--- config.mk ---
export PLATFORM = sky130hd
export DESIGN_NAME = dca_step_inst_gen
export DESIGN_NICKNAME = d
export VERILOG_FILES = /design/src/rtl/dca_step_inst_gen.sv
export SDC_FILE = /design/constraint.sdc
export NUM_CORES = 1
export LEC_CHECK = 0
export ABC_CLOCK_PERIOD_IN_PS = 3900
export CORE_UTILIZATION = 53
export CTS_CLUSTER_DIAMETER = 150
export DETAILED_ROUTE_END_ITERATION = 10
export PLACE_DENSITY_LB_ADDON = 0.3
export SLEW_MARGIN = 10
export SYNTH_ARGS = -nofsm -noshare
export SYNTH_HDL_FRONTEND = slang
export SYNTH_SLANG_ARGS = --single-unit
--- constraint.sdc ---
create_clock -name clk -period 3.9 [get_ports clk]
set_clock_uncertainty 0.2 [all_clocks]
set_input_delay 0.78 -clock clk [delete_from_list [all_inputs] [get_ports clk]]
set_output_delay 0.78 -clock clk [all_outputs]
set_load 0.01 [all_outputs]
--- src/rtl/dca_step_inst_gen.sv ---
// Step instruction generator for a blocked matrix engine.
// One command describes an R x C grid of output tiles, each reduced over
// K blocks. Steps come out row-major over tiles with k innermost. Each tile
// may start with an accumulator-load step. The last k step of a tile
// carries LSU2_REQ and store_last.
//
// Handshake: a transfer happens on a rising edge where valid && ready.
// The producer keeps its payload stable and valid high until the transfer,
// except on clear or reset. The same rule applies to cmd_* (cmd_valid and
// cmd_ready) and to step_inst (step_inst_valid and step_inst_ready).
module dca_step_inst_gen #(
    parameter int BW_BLK_IDX   = 8,
    parameter int BW_STEP_INST = 5 + 3 * BW_BLK_IDX + 1
) (
    input  logic                    clk,
    input  logic                    rstnn,
    input  logic                    clear,
    input  logic                    cmd_valid,
    output logic                    cmd_ready,
    input  logic [BW_BLK_IDX-1:0]   cmd_num_row_m1,
    input  logic [BW_BLK_IDX-1:0]   cmd_num_col_m1,
    input  logic [BW_BLK_IDX-1:0]   cmd_num_k_m1,
    input  logic                    cmd_load_acc,
    output logic                    step_inst_valid,
    input  logic                    step_inst_ready,
    output logic [BW_STEP_INST-1:0] step_inst,
    output logic                    busy,
    output logic                    done,
    output logic [1:0]              state_dbg
);

    typedef enum logic [1:0] {
        ST_IDLE    = 2'd0,
        ST_LDACC   = 2'd1,
        ST_COMPUTE = 2'd2
    } state_t;

    localparam logic [BW_BLK_IDX-1:0] IDX_ONE = 1;
    localparam logic [4:0] OP_LDACC   = 5'b10001;  // NO_CAL | LOAD_ACC
    localparam logic [4:0] OP_COMPUTE = 5'b00110;  // LSU0_REQ | LSU1_REQ
    localparam logic [4:0] OP_LSU2    = 5'b01000;

    state_t                  state, nxt_state;
    logic [BW_BLK_IDX-1:0]   num_row_m1, num_col_m1, num_k_m1;
    logic [BW_BLK_IDX-1:0]   nxt_num_row_m1, nxt_num_col_m1, nxt_num_k_m1;
    logic                    load_acc, nxt_load_acc;
    logic [BW_BLK_IDX-1:0]   row_idx, col_idx, k_idx;
    logic [BW_BLK_IDX-1:0]   nxt_row_idx, nxt_col_idx, nxt_k_idx;
    logic                    nxt_done;
    logic                    nxt_valid;
    logic [4:0]              nxt_opcode;
    logic                    nxt_store_last;
    logic [BW_STEP_INST-1:0] nxt_step_inst;

    // Done is high for one cycle. A new command is not taken in that cycle.
    assign cmd_ready = (state == ST_IDLE) && !done;
    assign busy      = (state != ST_IDLE);
    assign state_dbg = state;

    // Next state, index advance and the step that the next cycle will offer.
    always_comb begin
        nxt_state      = state;
        nxt_num_row_m1 = num_row_m1;
        nxt_num_col_m1 = num_col_m1;
        nxt_num_k_m1   = num_k_m1;
        nxt_load_acc   = load_acc;
        nxt_row_idx    = row_idx;
        nxt_col_idx    = col_idx;
        nxt_k_idx      = k_idx;
        nxt_done       = 1'b0;
        nxt_valid      = 1'b0;
        nxt_opcode     = 5'b00000;
        nxt_store_last = 1'b0;
        nxt_step_inst  = '0;

        case (state)
            ST_IDLE: begin
                if (cmd_valid && cmd_ready) begin
                    nxt_num_row_m1 = cmd_num_row_m1;
                    nxt_num_col_m1 = cmd_num_col_m1;
                    nxt_num_k_m1   = cmd_num_k_m1;
                    nxt_load_acc   = cmd_load_acc;
                    nxt_row_idx    = '0;
                    nxt_col_idx    = '0;
                    nxt_k_idx      = '0;
                    nxt_state      = cmd_load_acc ? ST_LDACC : ST_COMPUTE;
                end
            end
            ST_LDACC: begin
                if (step_inst_ready) begin
                    nxt_state = ST_COMPUTE;
                end
            end
            ST_COMPUTE: begin
                if (step_inst_ready) begin
                    if (k_idx != num_k_m1) begin
                        nxt_k_idx = k_idx + IDX_ONE;
                    end else begin
                        // The tile is finished, so move on to the next tile.
                        nxt_k_idx = '0;
                        nxt_state = load_acc ? ST_LDACC : ST_COMPUTE;
                        if (col_idx != num_col_m1) begin
                            nxt_col_idx = col_idx + IDX_ONE;
                        end else begin
                            nxt_col_idx = '0;
                            if (row_idx != num_row_m1) begin
                                nxt_row_idx = row_idx + IDX_ONE;
                            end else begin
                                nxt_row_idx = '0;
                                nxt_state   = ST_IDLE;
                                nxt_done    = 1'b1;
                            end
                        end
                    end
                end
            end
            default: nxt_state = ST_IDLE;
        endcase

        // Clear wins over everything, including an accept in the same cycle.
        if (clear) begin
            nxt_state = ST_IDLE;
            nxt_done  = 1'b0;
        end

        case (nxt_state)
            ST_LDACC: begin
                nxt_valid     = 1'b1;
                nxt_opcode    = OP_LDACC;
                nxt_step_inst = {{BW_BLK_IDX{1'b0}}, nxt_col_idx, nxt_row_idx,
                                 1'b0, nxt_opcode};
            end
            ST_COMPUTE: begin
                nxt_valid  = 1'b1;
                nxt_opcode = OP_COMPUTE;
                if (nxt_k_idx == nxt_num_k_m1) begin
                    nxt_opcode     = OP_COMPUTE | OP_LSU2;
                    nxt_store_last = 1'b1;
                end
                nxt_step_inst = {nxt_k_idx, nxt_col_idx, nxt_row_idx,
                                 nxt_store_last, nxt_opcode};
            end
            default: begin
                nxt_valid     = 1'b0;
                nxt_step_inst = '0;
            end
        endcase
    end

    // FSM state, latched command, indices and the registered step outputs.
    always_ff @(posedge clk or negedge rstnn) begin
        if (!rstnn) begin
            state           <= ST_IDLE;
            num_row_m1      <= '0;
            num_col_m1      <= '0;
            num_k_m1        <= '0;
            load_acc        <= 1'b0;
            row_idx         <= '0;
            col_idx         <= '0;
            k_idx           <= '0;
            step_inst_valid <= 1'b0;
            step_inst       <= '0;
            done            <= 1'b0;
        end else begin
            state           <= nxt_state;
            num_row_m1      <= nxt_num_row_m1;
            num_col_m1      <= nxt_num_col_m1;
            num_k_m1        <= nxt_num_k_m1;
            load_acc        <= nxt_load_acc;
            row_idx         <= nxt_row_idx;
            col_idx         <= nxt_col_idx;
            k_idx           <= nxt_k_idx;
            step_inst_valid <= nxt_valid;
            step_inst       <= nxt_step_inst;
            done            <= nxt_done;
        end
    end

endmodule

# --- Word level (Yosys, flattened, before mapping) ---
# Index checks and enable logic that the tools add are counted.
word_totals:
  ff_bits: 83
  latch_bits: 0
  ram_bits: 0
  mem_bits_ro: 0
  mem_count: 0
op_classes:
  add_sub_neg: 3
  multipliers: 0
  n_div: 0
  order_cmp: 0
  n_eq_ne: 8
  shift: 0
  n_mux: 37
  bitwise_logic: 0
  n_reduce_logical: 7
ops:
  columns: ["cell", "n"]
  rows:
  - ["two-way mux 8 bit", 14]
  - ["case mux 30 bit (2 select lines)", 1]
  - ["case mux 8 bit (2 select lines)", 3]
  - ["adder 8 x 1 -> 8 bit (second input constant)", 3]
  - ["inequality test 8 bit", 3]
  - ["two-way mux 2 bit", 9]
  - ["== test 8 bit", 1]
  - ["two-way mux 1 bit", 8]
  - ["case mux 2 bit (3 select lines)", 1]
  - ["== test 2 x 1 -> 1 bit (second input constant)", 2]
  - ["== test 2 bit (second input constant)", 2]
  - ["two-way mux 4 bit", 1]
  - ["logical AND 1 bit", 2]
  - ["zero test 2 bit", 1]
  - ["AND reduction 2 bit", 1]
  - ["nonzero test 2 bit", 1]
  - ["OR reduction 2 bit", 1]
  - ["zero test 1 bit", 1]

# --- Depth between registers and ports, before layout ---
# Gate-level depths: netlist of the first run.
depth:
  ltp_word: 10
  ltp_mapped: 15

# --- Least setup slack after synthesis of the first run ---
# OpenSTA, ideal clock, no wires.
synth_timing:
  path_kind: "input -> register"
  startpoint: "input step_inst_ready"
  endpoint: "register step_inst[11]"
  setup_time_ns: 0.132
  arrival_ns: 3.076
  path_slack_ns: 0.492
  path_stages: 14
  cell_sequence: "and3b_1 > buf_6 > nand3_2 > or3_1 > buf_6 > a21oi_1 > nand2_1 > a21boi_0 > inv_1 > ha_1 > o21ai_0 > nand2b_1 > clkbuf_1 > nor2_1"
synth_via:
  elab_chain_cells: 5
  word_cells_on_any_way: 9
synth_rtl:
  columns: ["element", "line_no", "rtl"]
  rows:
  - ["start, declared", "25", "input logic step_inst_ready,"]
  - ["two-way mux 2 bit (on tied branches)", "95, 90", null]
  - ["case mux 2 bit (3 select lines) (*)", "76", "case (state)"]
  - ["two-way mux 2 bit (*)", "121", "if (clear) begin"]
  - ["net nxt_state[0]", "43", "state_t state, nxt_state;"]
  - ["== test 2 bit / == test 2 x 1 -> 1 bit (equally long branches)", null, null]
  - ["case mux 30 bit (2 select lines) (*)", "126", "case (nxt_state)"]
  - ["net nxt_step_inst[11]", "53", "logic [BW_STEP_INST-1:0] nxt_step_inst;"]
  - ["end signal, assigned", "174", "step_inst <= nxt_step_inst;"]
  - ["end, declared", "26", "output logic [BW_STEP_INST-1:0] step_inst,"]
# The timed path passes the listed nets; every way through them passes the cells marked *.
# A chain may end at the register's enable or synchronous reset.

# --- Worst setup path in the final report of the first run ---
layout_timing:
  startpoint: "input step_inst_ready"
  endpoint: "register step_inst[10]"
# The elaborated chain is that of the path after synthesis.

==> results_dict.tcl, run 1 <==
set metrics [dict create \
    grt_pass1_vias 2990 \
    holdCritPathClass "reg -> reg" \
    layout.cells.most_common "dfrtp_1" \
    grt_first_pass_wirelength_um 14400 \
    hold_path_depth 2 \
    die-area_um2 7610 \
    clock.fmax_ghz 0.281 \
    drtIter0Drc 293 \
    post_cts.repair.setup_buffers 0 \
    gp_congestion 0.927 \
    antennaDiodeCount 0 \
    start_util_pct 55.8 \
    die_height_um 87.2 \
    top_usage_layer "met2" \
    fin_cells 574 \
    worstPathCellList "clkdlybuf4s50_1, and3b_1, nand3_2, or3_1, a21oi_1, nand2_1, a21boi_0, inv_1, ha_1, inv_1, o21ai_0, nand2b_1, a21oi_1" \
    share_of_synthesized_flip_flops_with_an_asynchronous_set_or_reset_pct 100 \
    cellLeakagePower_nw 2.18 \
    dp.cells 558 \
    antenna_violations_before_repair 0 \
    yosys.cell_types.count 54 \
    die_w_um 87.2 \
    areaGrowthSynthToFinish_pct 25.0 \
    timing.critical_path.required_ps 3970 \
    finalNetCount 509 \
    synthesis.yosys.warnings 0 \
    vias_per_cell 5.43 \
    met3_usage_pct 4.83 \
    arrival_time_of_the_worst_setup_path_ps 3620 \
    slew_viol_final 0 \
    crit_path_max_incr_delay_ps 490 \
    timing_worst_slew_pin_value_ps 970 \
    post_route_cells_drive_above_1_share_pct 7.95 \
    grt_util_met1_pct 35.2 \
    final.fill_count 534 \
    synth-seq-area-share_pct 52.0 \
    cts_hold_buf 0 \
    clk_pin_slew_ps 70 \
    fin_worst_hold_slack_ps 300 \
    cell_area_after_technology_mapping_um2 3850 \
    main_flop_type_after_synthesis "dfrtp_1" \
    groute.usage.overall_pct 25.1 \
    irDropWorstVdd_mv 0.281 \
    avgSynthCellArea_um2 9.56 \
    grt_util_met2_pct 39.5 \
    final.setup.tns_ps 0 \
    pwr_density_cell_nw_per_um2 414 \
    gr-total-overflow 0 \
    slew_headroom_pct 35.3 \
    final_setup_vio_count 0 \
    critPathMaxFanout 13 \
    floorplan.core_area_um2 6910 \
    worst-setup-path-type "in -> reg" \
    ctsLongestPathBuffers 2 \
    layout.cells.most_common_list "dfrtp_1 (80), nand2_1 (75), clkdlybuf4s50_1 (64), nor2_1 (54)" \
    dr_total_vias 3117 \
    cts-root-buf "clkbuf_8" \
    placement.io_buffers 65 \
    top_level_ports 66 \
    pin_count_of_the_biggest_net_entering_global_routing 81 \
    setup_repair_after_global_routing_missed_its_margin "false" \
    min_period_ps 3560 \
    detailed_place_hpwl_um 6170 \
    flop_and_latch_count_out_of_synthesis 80 \
    cp_slowest_cell "clkdlybuf4s50_1" \
    wl_per_cell_um 15.2 \
    cts_resized 0 \
    clkSinkCount 80 \
    cts.htree.levels 3 \
    cts_made_buffers 9 \
    timing.final.crit_share_pct 91.2 \
    rows 30 \
    synth_fp_nets 439 \
    cts_tree "done" \
    post-route-drc-count 0 \
    insertion_delay_to_the_later_sink_of_the_worst_skew_pair_ps 360 \
    cap_viol_max_count 0 \
    final-hold-violation-count 0 \
    outcome "complete, no violations" \
    cp-start-kind "input pin" \
    reg2regPathDepth 12 \
    postSynthCellCount 403 \
    pre_repair_dr_iteration_count 5 \
    route.final.wire_length_um 8720 \
    cp-end-kind "register" \
    post_synth_edffs 0 \
    ant_nets 0 \
]
[cell usage after synthesis, drive strengths merged (5+ instances only)]
cell / count / area, um2
a21oi: 20 / 104
and2: 6 / 37.5
and3: 5 / 31.3
buf: 8 / 61.3
clkbuf: 8 / 30.0
dfrtp: 80 / 2000
ha: 6 / 75.1
inv: 12 / 45.0
nand2: 76 / 288
nand3: 9 / 50.1
nand4: 8 / 50.1
nor2: 54 / 203
nor2b: 5 / 31.3
nor3: 9 / 45.0
nor4: 5 / 37.5
o21ai: 10 / 50.1
xnor2: 20 / 183
xor2: 14 / 123
[layer usage]
| metal | up-vias | wire length (um) |
|---|---|---|
| met3 | 16 | 480 |
| met5 | - | 0 |
| li1 | 1486 | - |
| met2 | 99 | 4130 |
| met1 | 1516 | 3950 |
| met4 | 0 | 161 |
[critical path: cells and delay by family]
| family | cells | cell delay, ps |
|---|---|---|
| AO/OA/AOI/OAI | 4 | 730 |
| buffers and inverters | 3 | 680 |
| adder cells (fa/ha/maj) | 1 | 330 |
| AND/OR/NAND/NOR | 5 | 1090 |
[area by class of cell]
class | count | area (um2) | area share [%]
Sequential cell | 80 | 2000 | 41.6
Inverter | 12 | 45.0 | 0.935
Timing Repair Buffer | 75 | 723 | 15.0
Clock inverter | 5 | 81.3 | 1.69
Tap cell | 96 | 120 | 2.49
Multi-Input combinational cell | 295 | 1710 | 35.6
Clock buffer | 11 | 131 | 2.73
[worst paths after layout]
path	from	endpoint	slack (ps)
worst min register to register	num_col_m1[0]	num_col_m1[0]	300
worst max register to register	row_idx[3]	step_inst[11]	430
max in group asynchronous	rstnn	k_idx[5]	2500
min in group asynchronous	rstnn	step_inst[6]	380
worst max-delay path	step_inst_ready	step_inst[10]	340
worst min-delay path	num_col_m1[0]	num_col_m1[0]	300
[kinds of logic after synthesis]
| group | after synthesis | share of synthesized area [%] |
|---|---|---|
| AOI/OAI and AO/OA | 54 | 9.13 |
| and+or+nand+nor | 194 | 23.6 |
| buffers and inverters | 28 | 3.54 |
| DFF | 80 | 52.0 |
| xor gates and xnor gates | 34 | 7.93 |
| adders and majority gates | 6 | 1.95 |
| muxes | 7 | 1.92 |
[registers in the layout, summed over array words and instances, names as in the netlist, 2 cells and up]
signal / flops
step_inst: 27
col_idx: 8
k_idx: 8
num_col_m1: 8
num_k_m1: 8
num_row_m1: 8
row_idx: 8
state_dbg: 2
[per-stage QoR]
step           worst slack (ps)  util, %  power (mW)  cell area (um2)
2_1_floorplan               492        -        1.20             3850
3_3_place_gp                146     66.6        1.33             4600
3_5_place_dp               10.7     66.6        1.35             4600
4_1_cts                     382     69.7        2.00             4820
5_1_grt                     126     69.7        2.09             4820
6_report                    343     69.7        2.00             4820
[power breakdown]
| part | internal (mW) | leakage [nW] | switching (mW) |
|---|---|---|---|
| Combinational | 0.175 | 1.01 | 0.192 |
| Clock | 0.361 | 0.104 | 0.300 |
| Sequential | 0.895 | 1.06 | 0.0728 |
(Power assumes the default switching activity.)
==> inputs of run 2 (changes only) <==
Settings changed: ABC_CLOCK_PERIOD_IN_PS 3900 to 3600.
Clock period 3.9 ns to 3.6 ns, I/O delays scaled along.
==> run 2 against run 1 <==
Against the previous run: cell area is 0.70% higher; clock power is 8.9% higher; register-to-register slack worse by 50 ps; sequential cell count stayed put; worst hold slack hardly changed; non-clock buffer count is 4 higher; sequential share of layout area is 0.29 points lower; global-route usage is 0.68 points lower; die area stayed put; sequential power is 9% higher; highest routed layer unchanged; via count is 0.77% higher; largest cell class unchanged; total power is 8.4% higher.
==> results_dict.tcl, run 2 (synthesis gave the netlist of run 1 again) <==
set metrics [dict create \
    layout.cells.most_common_list "dfrtp_1 (80), nand2_1 (75), clkdlybuf4s50_1 (64), nor2_1 (54)" \
    hold_path_depth 2 \
    final.setup.tns_ps 0 \
    cellLeakagePower_nw 2.19 \
    post_route_cells_drive_above_1_share_pct 8.94 \
    dr_wl_met3_um 493 \
    dr_top_layer "met4" \
    die-area_um2 7610 \
    place_area_um2 4630 \
    fin_cells 577 \
    grt_first_pass_wirelength_um 14100 \
    antennaDiodeCount 0 \
    drtIter0Drc 231 \
    clkSinkCount 80 \
    outcome "complete, no violations" \
    die_height_um 87.2 \
    dr_wl_met2_um 3960 \
    slew_headroom_pct 35.8 \
    pwr_density_cell_nw_per_um2 446 \
    slew_viol_final 0 \
    cts_hold_buf 0 \
    setup_repair_after_global_routing_missed_its_margin "false" \
    irDropWorstVdd_mv 0.238 \
    timing_worst_slew_pin_value_ps 963 \
    post_cts.repair.setup_buffers 0 \
    route.final.wire_length_um 8550 \
    layout.cells.most_common "dfrtp_1" \
    reg2regPathDepth 11 \
    pre_repair_dr_iteration_count 5 \
    die_w_um 87.2 \
    holdCritPathClass "reg -> reg" \
    dr_total_vias 3141 \
    vias_per_cell 5.44 \
    fin_ws_ps 184 \
    groute.usage.overall_pct 24.5 \
    final-hold-violation-count 0 \
    worst-setup-path-type "in -> reg" \
    max_flop_register "step_inst" \
    gp_congestion 0.926 \
    clock.fmax_ghz 0.293 \
    m1WireLength_um 3930 \
    final_core_utilization_pct 70.2 \
    cp-start-kind "input pin" \
    top_level_ports 66 \
    placement.io_buffers 65 \
    fin_worst_hold_slack_ps 300 \
    areaGrowthSynthToFinish_pct 25.9 \
    cts_resized 0 \
    cp-end-kind "register" \
    timing.final.crit_share_pct 94.9 \
    floorplan.core_area_um2 6910 \
    pre_cts_slack_ps -113 \
    wl_per_cell_um 14.8 \
    cts_made_buffers 9 \
    critPathMaxFanout 3 \
    insertion_delay_to_the_later_sink_of_the_worst_skew_pair_ps 360 \
    finish.instance_area_um2 4850 \
    cts-root-buf "clkbuf_8" \
    grt_pass1_vias 2946 \
    cts_tree "done" \
    cap_viol_max_count 0 \
    post-route-drc-count 0 \
    pin_count_of_the_biggest_net_entering_global_routing 81 \
    start_util_pct 55.8 \
    antenna_violations_before_repair 0 \
    timing.critical_path.required_ps 3660 \
    finalNetCount 513 \
    final_setup_vio_count 0 \
    largest_register_ff_count 27 \
    min_period_ps 3420 \
    rows 30 \
    detailed_place_hpwl_um 5990 \
    clk_pin_slew_ps 80 \
    ant_nets 0 \
    arrival_time_of_the_worst_setup_path_ps 3480 \
    cts.htree.levels 3 \
    dp.cells 562 \
    ctsLongestPathBuffers 2 \
    p_total_mw 2.16 \
    gr-total-overflow 0 \
]
-- run 2: metal layers --
layer	global-route usage [%]	vias up
met5	0	-
met4	9.84	0
met3	4.36	13
met2	36.7	109
met1	35.3	1525
li1	-	1494
-- run 2: worst paths after layout --
path / start / endpoint / slack [ps]
max in group asynchronous: rstnn / k_idx[3] / 2270
worst min-delay path: num_col_m1[0] / num_col_m1[0] / 300
worst min register to register: num_col_m1[0] / num_col_m1[0] / 300
min in group asynchronous: rstnn / num_row_m1[4] / 320
worst max register to register: row_idx[3] / step_inst[5] / 380
worst max-delay path: step_inst_ready / step_inst[5] / 180
-- run 2: where the power goes --
| group | switching [mW] | leakage, nW | internal [mW] |
|---|---|---|---|
| Clock | 0.330 | 0.102 | 0.390 |
| Combinational | 0.204 | 1.03 | 0.192 |
| Sequential | 0.0779 | 1.06 | 0.969 |
| Total | 0.612 | 2.19 | 1.55 |
-- run 2: worst max-delay path, stage by stage --
cell and delay [ps]:
clkdlybuf4s50_1 490, and3b_1 200, nand3_2 60, or3_1 330
a21oi_1 120, nand2_1 60, a21boi_0 250, inv_1 120
ha_1 340, nor2b_1 300, o2111ai_1 210, nor4_2 270
-- run 2: cell type report --
type | instances | area (um2)
fillers | 549 | 2060
flip-flops and latches | 80 | 2000
multi-input cells | 295 | 1710
repair buffers | 79 | 753
clock buffers | 9 | 124
well taps | 96 | 120
clock inverters | 6 | 92.6
inverters | 12 | 45.0
==> inputs of run 3 (changes only) <==
Settings changed: RECOVER_POWER from default to 50.
==> run 3 against run 2 <==
Against the previous run: the flow now finishes with violations (max-capacitance violations, max-slew violations); critical path type unchanged; fmax is 0.48% higher; worst hold slack barely moved; largest cell class unchanged; global-route usage unchanged.
==> results_dict.tcl, run 3 (synthesis gave the netlist of run 1 again) <==
set metrics [dict create \
    floorplan.core_area_um2 6910 \
    largest_register_ff_count 27 \
    worst-setup-path-type "in -> reg" \
    clk_pin_slew_ps 80 \
    grt_pass1_vias 2946 \
    pre_repair_dr_iteration_count 4 \
    crit_path_max_incr_delay_ps 490 \
    gr-total-overflow 0 \
    placement.io_buffers 65 \
    route.final.wire_length_um 8570 \
    cp_slowest_cell "clkdlybuf4s50_1" \
    areaGrowthSynthToFinish_pct 25.7 \
    groute.usage.overall_pct 24.5 \
    cts.htree.levels 3 \
    min_period_ps 3400 \
    clkSinkCount 80 \
    drtIter0Drc 217 \
    cts-root-buf "clkbuf_8" \
    cts_resized 0 \
    final_core_utilization_pct 70.1 \
    cap_viol_max_count 1 \
    post-route-drc-count 0 \
    slew_headroom_pct -26.6 \
    pin_count_of_the_biggest_net_entering_global_routing 81 \
    dr_total_vias 3145 \
    min_from "num_col_m1[0]" \
    critical_path_buf_inv_count 2 \
    violations "max-capacitance violations, max-slew violations" \
    wl_per_cell_um 14.8 \
    outcome "finished, violations left" \
    critPathMaxFanout 3 \
    die-area_um2 7610 \
    die_height_um 87.2 \
    insertion_delay_to_the_later_sink_of_the_worst_skew_pair_ps 360 \
    pwr_density_cell_nw_per_um2 447 \
    die_w_um 87.2 \
    layout.cells.most_common_list "dfrtp_1 (80), nand2_1 (75), clkdlybuf4s50_1 (63), nor2_1 (54)" \
    setup_repair_after_global_routing_missed_its_margin "false" \
    cts_tree "done" \
    reg2reg_from "row_idx[3]" \
    top_level_ports 66 \
    timing.critical_path.depth 12 \
    worst_path_dominant_cell_family "simple AND/OR/NAND/NOR gates" \
    final-hold-violation-count 0 \
    grt_first_pass_wirelength_um 14100 \
    dp.cells 562 \
    place_area_um2 4630 \
    ctsLongestPathBuffers 2 \
    slew_viol_final 81 \
    detailed_place_hpwl_um 5990 \
    antenna_violations_before_repair 0 \
    finalNetCount 513 \
    finish.instance_area_um2 4840 \
    cts_hold_buf 0 \
    antennaDiodeCount 0 \
    max_flop_register "step_inst" \
    arrival_time_of_the_worst_setup_path_ps 3460 \
    worst_setup_path_start "step_inst_ready" \
    timing.final.crit_share_pct 94.4 \
    ant_nets 0 \
    r2r_setup_slack_ps 390 \
    cellLeakagePower_nw 2.19 \
    fin_cells 577 \
    rows 30 \
    cts_made_buffers 9 \
    timing_worst_slew_pin_value_ps 1900 \
    final_setup_vio_count 0 \
    post_cts.repair.setup_buffers 0 \
    post_route_cells_drive_above_1_share_pct 8.52 \
    start_util_pct 55.8 \
    worstPathCellList "clkdlybuf4s50_1, and3b_1, nand3_2, or3_1, a21oi_1, nand2_1, a21boi_0, inv_1, ha_1, nor2b_1, o2111ai_1, nor4_2" \
    critical_path.endpoint "step_inst[5]" \
    cp-end-kind "register" \
    timing.critical_path.required_ps 3660 \
    layout.cells.most_common "dfrtp_1" \
    clock.fmax_ghz 0.294 \
    worstReg2RegEnd "step_inst[5]" \
    reg2regPathDepth 11 \
    irDropWorstVdd_mv 0.238 \
    vias_per_cell 5.45 \
    cp-start-kind "input pin" \
    holdCritPathClass "reg -> reg" \
    gp_congestion 0.926 \
]
[run 3: worst min-delay path: stages (launching register included)]
cell and delay, ps:
dfrtp_1 360, nand2_1 50, nand2_1 60
[run 3: layer usage]
metal	vias to the layer above	global-route usage [%]	wire [um]
met2	112	36.7	3960
met1	1525	35.3	3960
met4	0	9.84	161
li1	1495	-	-
met3	13	4.36	485
met5	-	0	0
[run 3: metrics by stage]
stage,total power [mW],setup slack (ps),setup TNS (ps),hold slack (ps)
after global routing,2.27,36.0,0,330
final,2.16,200,0,300
after floorplan,1.30,252,0,224
after detailed placement,1.46,-113,-115,282
after global placement,1.44,22.7,0,283
after CTS,2.17,256,0,303
[run 3: layout make-up]
cell class | instances | area (um2)
fillers | 551 | 2070
flip-flops and latches | 80 | 2000
multi-input cells | 295 | 1710
repair buffers | 79 | 743
clock buffers | 9 | 124
well taps | 96 | 120
clock inverters | 6 | 92.6
inverters | 12 | 45.0
[run 3: worst min path at each step]
stage                     to  slack [ps]  cells after the start
2_1_floorplan     col_idx[0]         220                      0
3_5_place_dp   num_row_m1[1]         280                      2
3_3_place_gp   num_col_m1[0]         280                      2
4_1_cts        num_row_m1[1]         300                      2
5_1_grt        num_row_m1[1]         330                      2
6_report       num_col_m1[0]         300                      2
[run 3: power breakdown]
| part | total [mW] | leakage, nW | internal (mW) | switching [mW] |
|---|---|---|---|---|
| combinational | 0.394 | 1.02 | 0.189 | 0.205 |
| clock | 0.722 | 0.102 | 0.390 | 0.333 |
| sequential | 1.05 | 1.06 | 0.969 | 0.0779 |
| total | 2.16 | 2.19 | 1.55 | 0.615 |
==> edit, RTL diff (settings of run 2) <==
Change the parameter `BW_BLK_IDX` from 8 to 10.
--- a/src/rtl/dca_step_inst_gen.sv
+++ b/src/rtl/dca_step_inst_gen.sv
@@ -9,7 +9,7 @@
 // except on clear or reset. The same rule applies to cmd_* (cmd_valid and
 // cmd_ready) and to step_inst (step_inst_valid and step_inst_ready).
 module dca_step_inst_gen #(
-    parameter int BW_BLK_IDX   = 8,
+    parameter int BW_BLK_IDX   = 10,
     parameter int BW_STEP_INST = 5 + 3 * BW_BLK_IDX + 1
 ) (
     input  logic                    clk,
Interface: changed (resized cmd_num_col_m1, cmd_num_k_m1, cmd_num_row_m1 and step_inst); port bits go from 66 to 78. The function was not compared with the original's and may differ.
==> edit against run 2 <==
  * Sequential cell count rose by 18
  * Setup slack got worse by 0.016 ns
  * Routed wire length rose by 37%
  * Final area rose by 23%
  * Synthesized area rose by 24%
  * Total power rose by 11%
  * Clock power fell by 0.6%
  * Worst hold slack got worse by 0.14 ns
==> edit: results <==
group,metric,value,unit
grt,grt_usage,26.4,%
outcome,outcome,"finished clean",
power_and_ir_drop,p_leak,2.68,nW
placed_design,routabilityCongestion,0.959,
power_and_ir_drop,p_clk,0.716,mW
cells_and_area,drive_gt1_share,11.0,%
power_and_ir_drop,swShare,29.3,%
critical_path,critPathMaxStageDelay,0.53,ns
clock_tree,clk_pin_slew_worst_paths,0.10,ns
cells_and_area,nFillCells,690,
critical_path,crit_slowest_cell,"or4_4",
cells_and_area,nNetsFinal,619,
drt,dr_wl_met3,614,µm
placed_design,hpwlAfterDp,8560,µm
yosys,synth_area_leaders,"dfrtp_1 51%, nand2_1 7.8%, xor2_1 5.7%",
power_and_ir_drop,netSwitchingPower,0.702,mW
yosys,syn_avg_cell_area,9.78,µm²
critical_path,cp_max_fo,6,
cells_and_area,multi_input_area,2170,µm²
power_and_ir_drop,ir_drop,0.000238,V
placed_design,portBuffers,77,
grt,grt_pass1_wl,19800,µm
cells_and_area,largest_reg_flops,33,
critical_path,arrival,3.52,ns
grt,grt_max_degree,51,
yosys,syn_nets,530,
power_and_ir_drop,pg_comb,0.430,mW
critical_path,rrSetupSlack,0.17,ns
timing,maxSlewHeadroom,58.0,%
hold_path,holdCritPathClass,"input port to async pin",
yosys,synth.distinct_cells,56,
critical_path,crit_family,"simple AND/OR/NAND/NOR gates",
placed_design,placed_cells,674,
critical_path,r2r_cells,12,
drt,vias,3975,
drt,dr_wl_met2,5500,µm
drt,drt_wl_total,11700,µm
timing,hold_ws,0.161,ns
placed_design,place_ws,-0.0756,ns
yosys,synth_seq_area_share,51.4,%
placed_design,dpl_cell_area,5780,µm²
## edit: cell types whose count changed in the layout (fill, tap and decap cells not counted), sizes merged, moves of 7 or more
cell and delta:
xor2 +17, nor2 -30, o21ai +7, buf +12
dfrtp +18, nand2 +23, nor4 +13, nor3 +12
clkdlybuf4s50 +12, xnor2 -7
## edit: kinds of logic after synthesis
family / count (synthesis) / share of synthesized area [%]
muxes: 11 / 2.52
xor gates and xnor gates: 44 / 8.07
and+or+nand+nor: 224 / 23.7
AOI/OAI and AO/OA: 70 / 9.51
adders and majority gates: 6 / 1.57
DFF: 98 / 51.4
buffers and inverters: 35 / 3.30
## edit: per-layer routing
layer	GRT usage (%)	vias up
met3	3.97	18
met2	41.1	139
met1	38.3	1940
met5	0	-
li1	-	1878
met4	8.04	0
## edit: repair_timing
action                     4_1_cts  5_1_grt
hold endpoints to repair         0        0
setup endpoints to repair        0        3
gates resized for setup          0        2
setup buffers                    0        0
## edit: worst max path at each step
| stage | startpoint | end | slack (ns) |
|---|---|---|---|
| 6_report | k_idx[8]$_DFF_PN0_ | step_inst[5]$_DFF_PN0_ | 0.17 |
| 3_3_place_gp | step_inst_ready | step_inst[5]$_DFF_PN0_ | -0.03 |
| 2_1_floorplan | col_idx[3]$_DFF_PN0_ | step_inst[5]$_DFF_PN0_ | 0.03 |
| 5_1_grt | col_idx[2]$_DFF_PN0_ | step_inst[5]$_DFF_PN0_ | 0.003 |
| 3_5_place_dp | step_inst_ready | step_inst[5]$_DFF_PN0_ | -0.08 |
| 4_1_cts | col_idx[0]$_DFF_PN0_ | step_inst[5]$_DFF_PN0_ | 0.17 |
## edit: area by class of cell
type	count	share of cell area, %
repair buffers	103	16.5
well taps	108	2.26
clock inverters	6	1.11
multi-input cells	355	36.3
flip-flops and latches	98	41.0
clock buffers	10	2.13
inverters	10	0.628
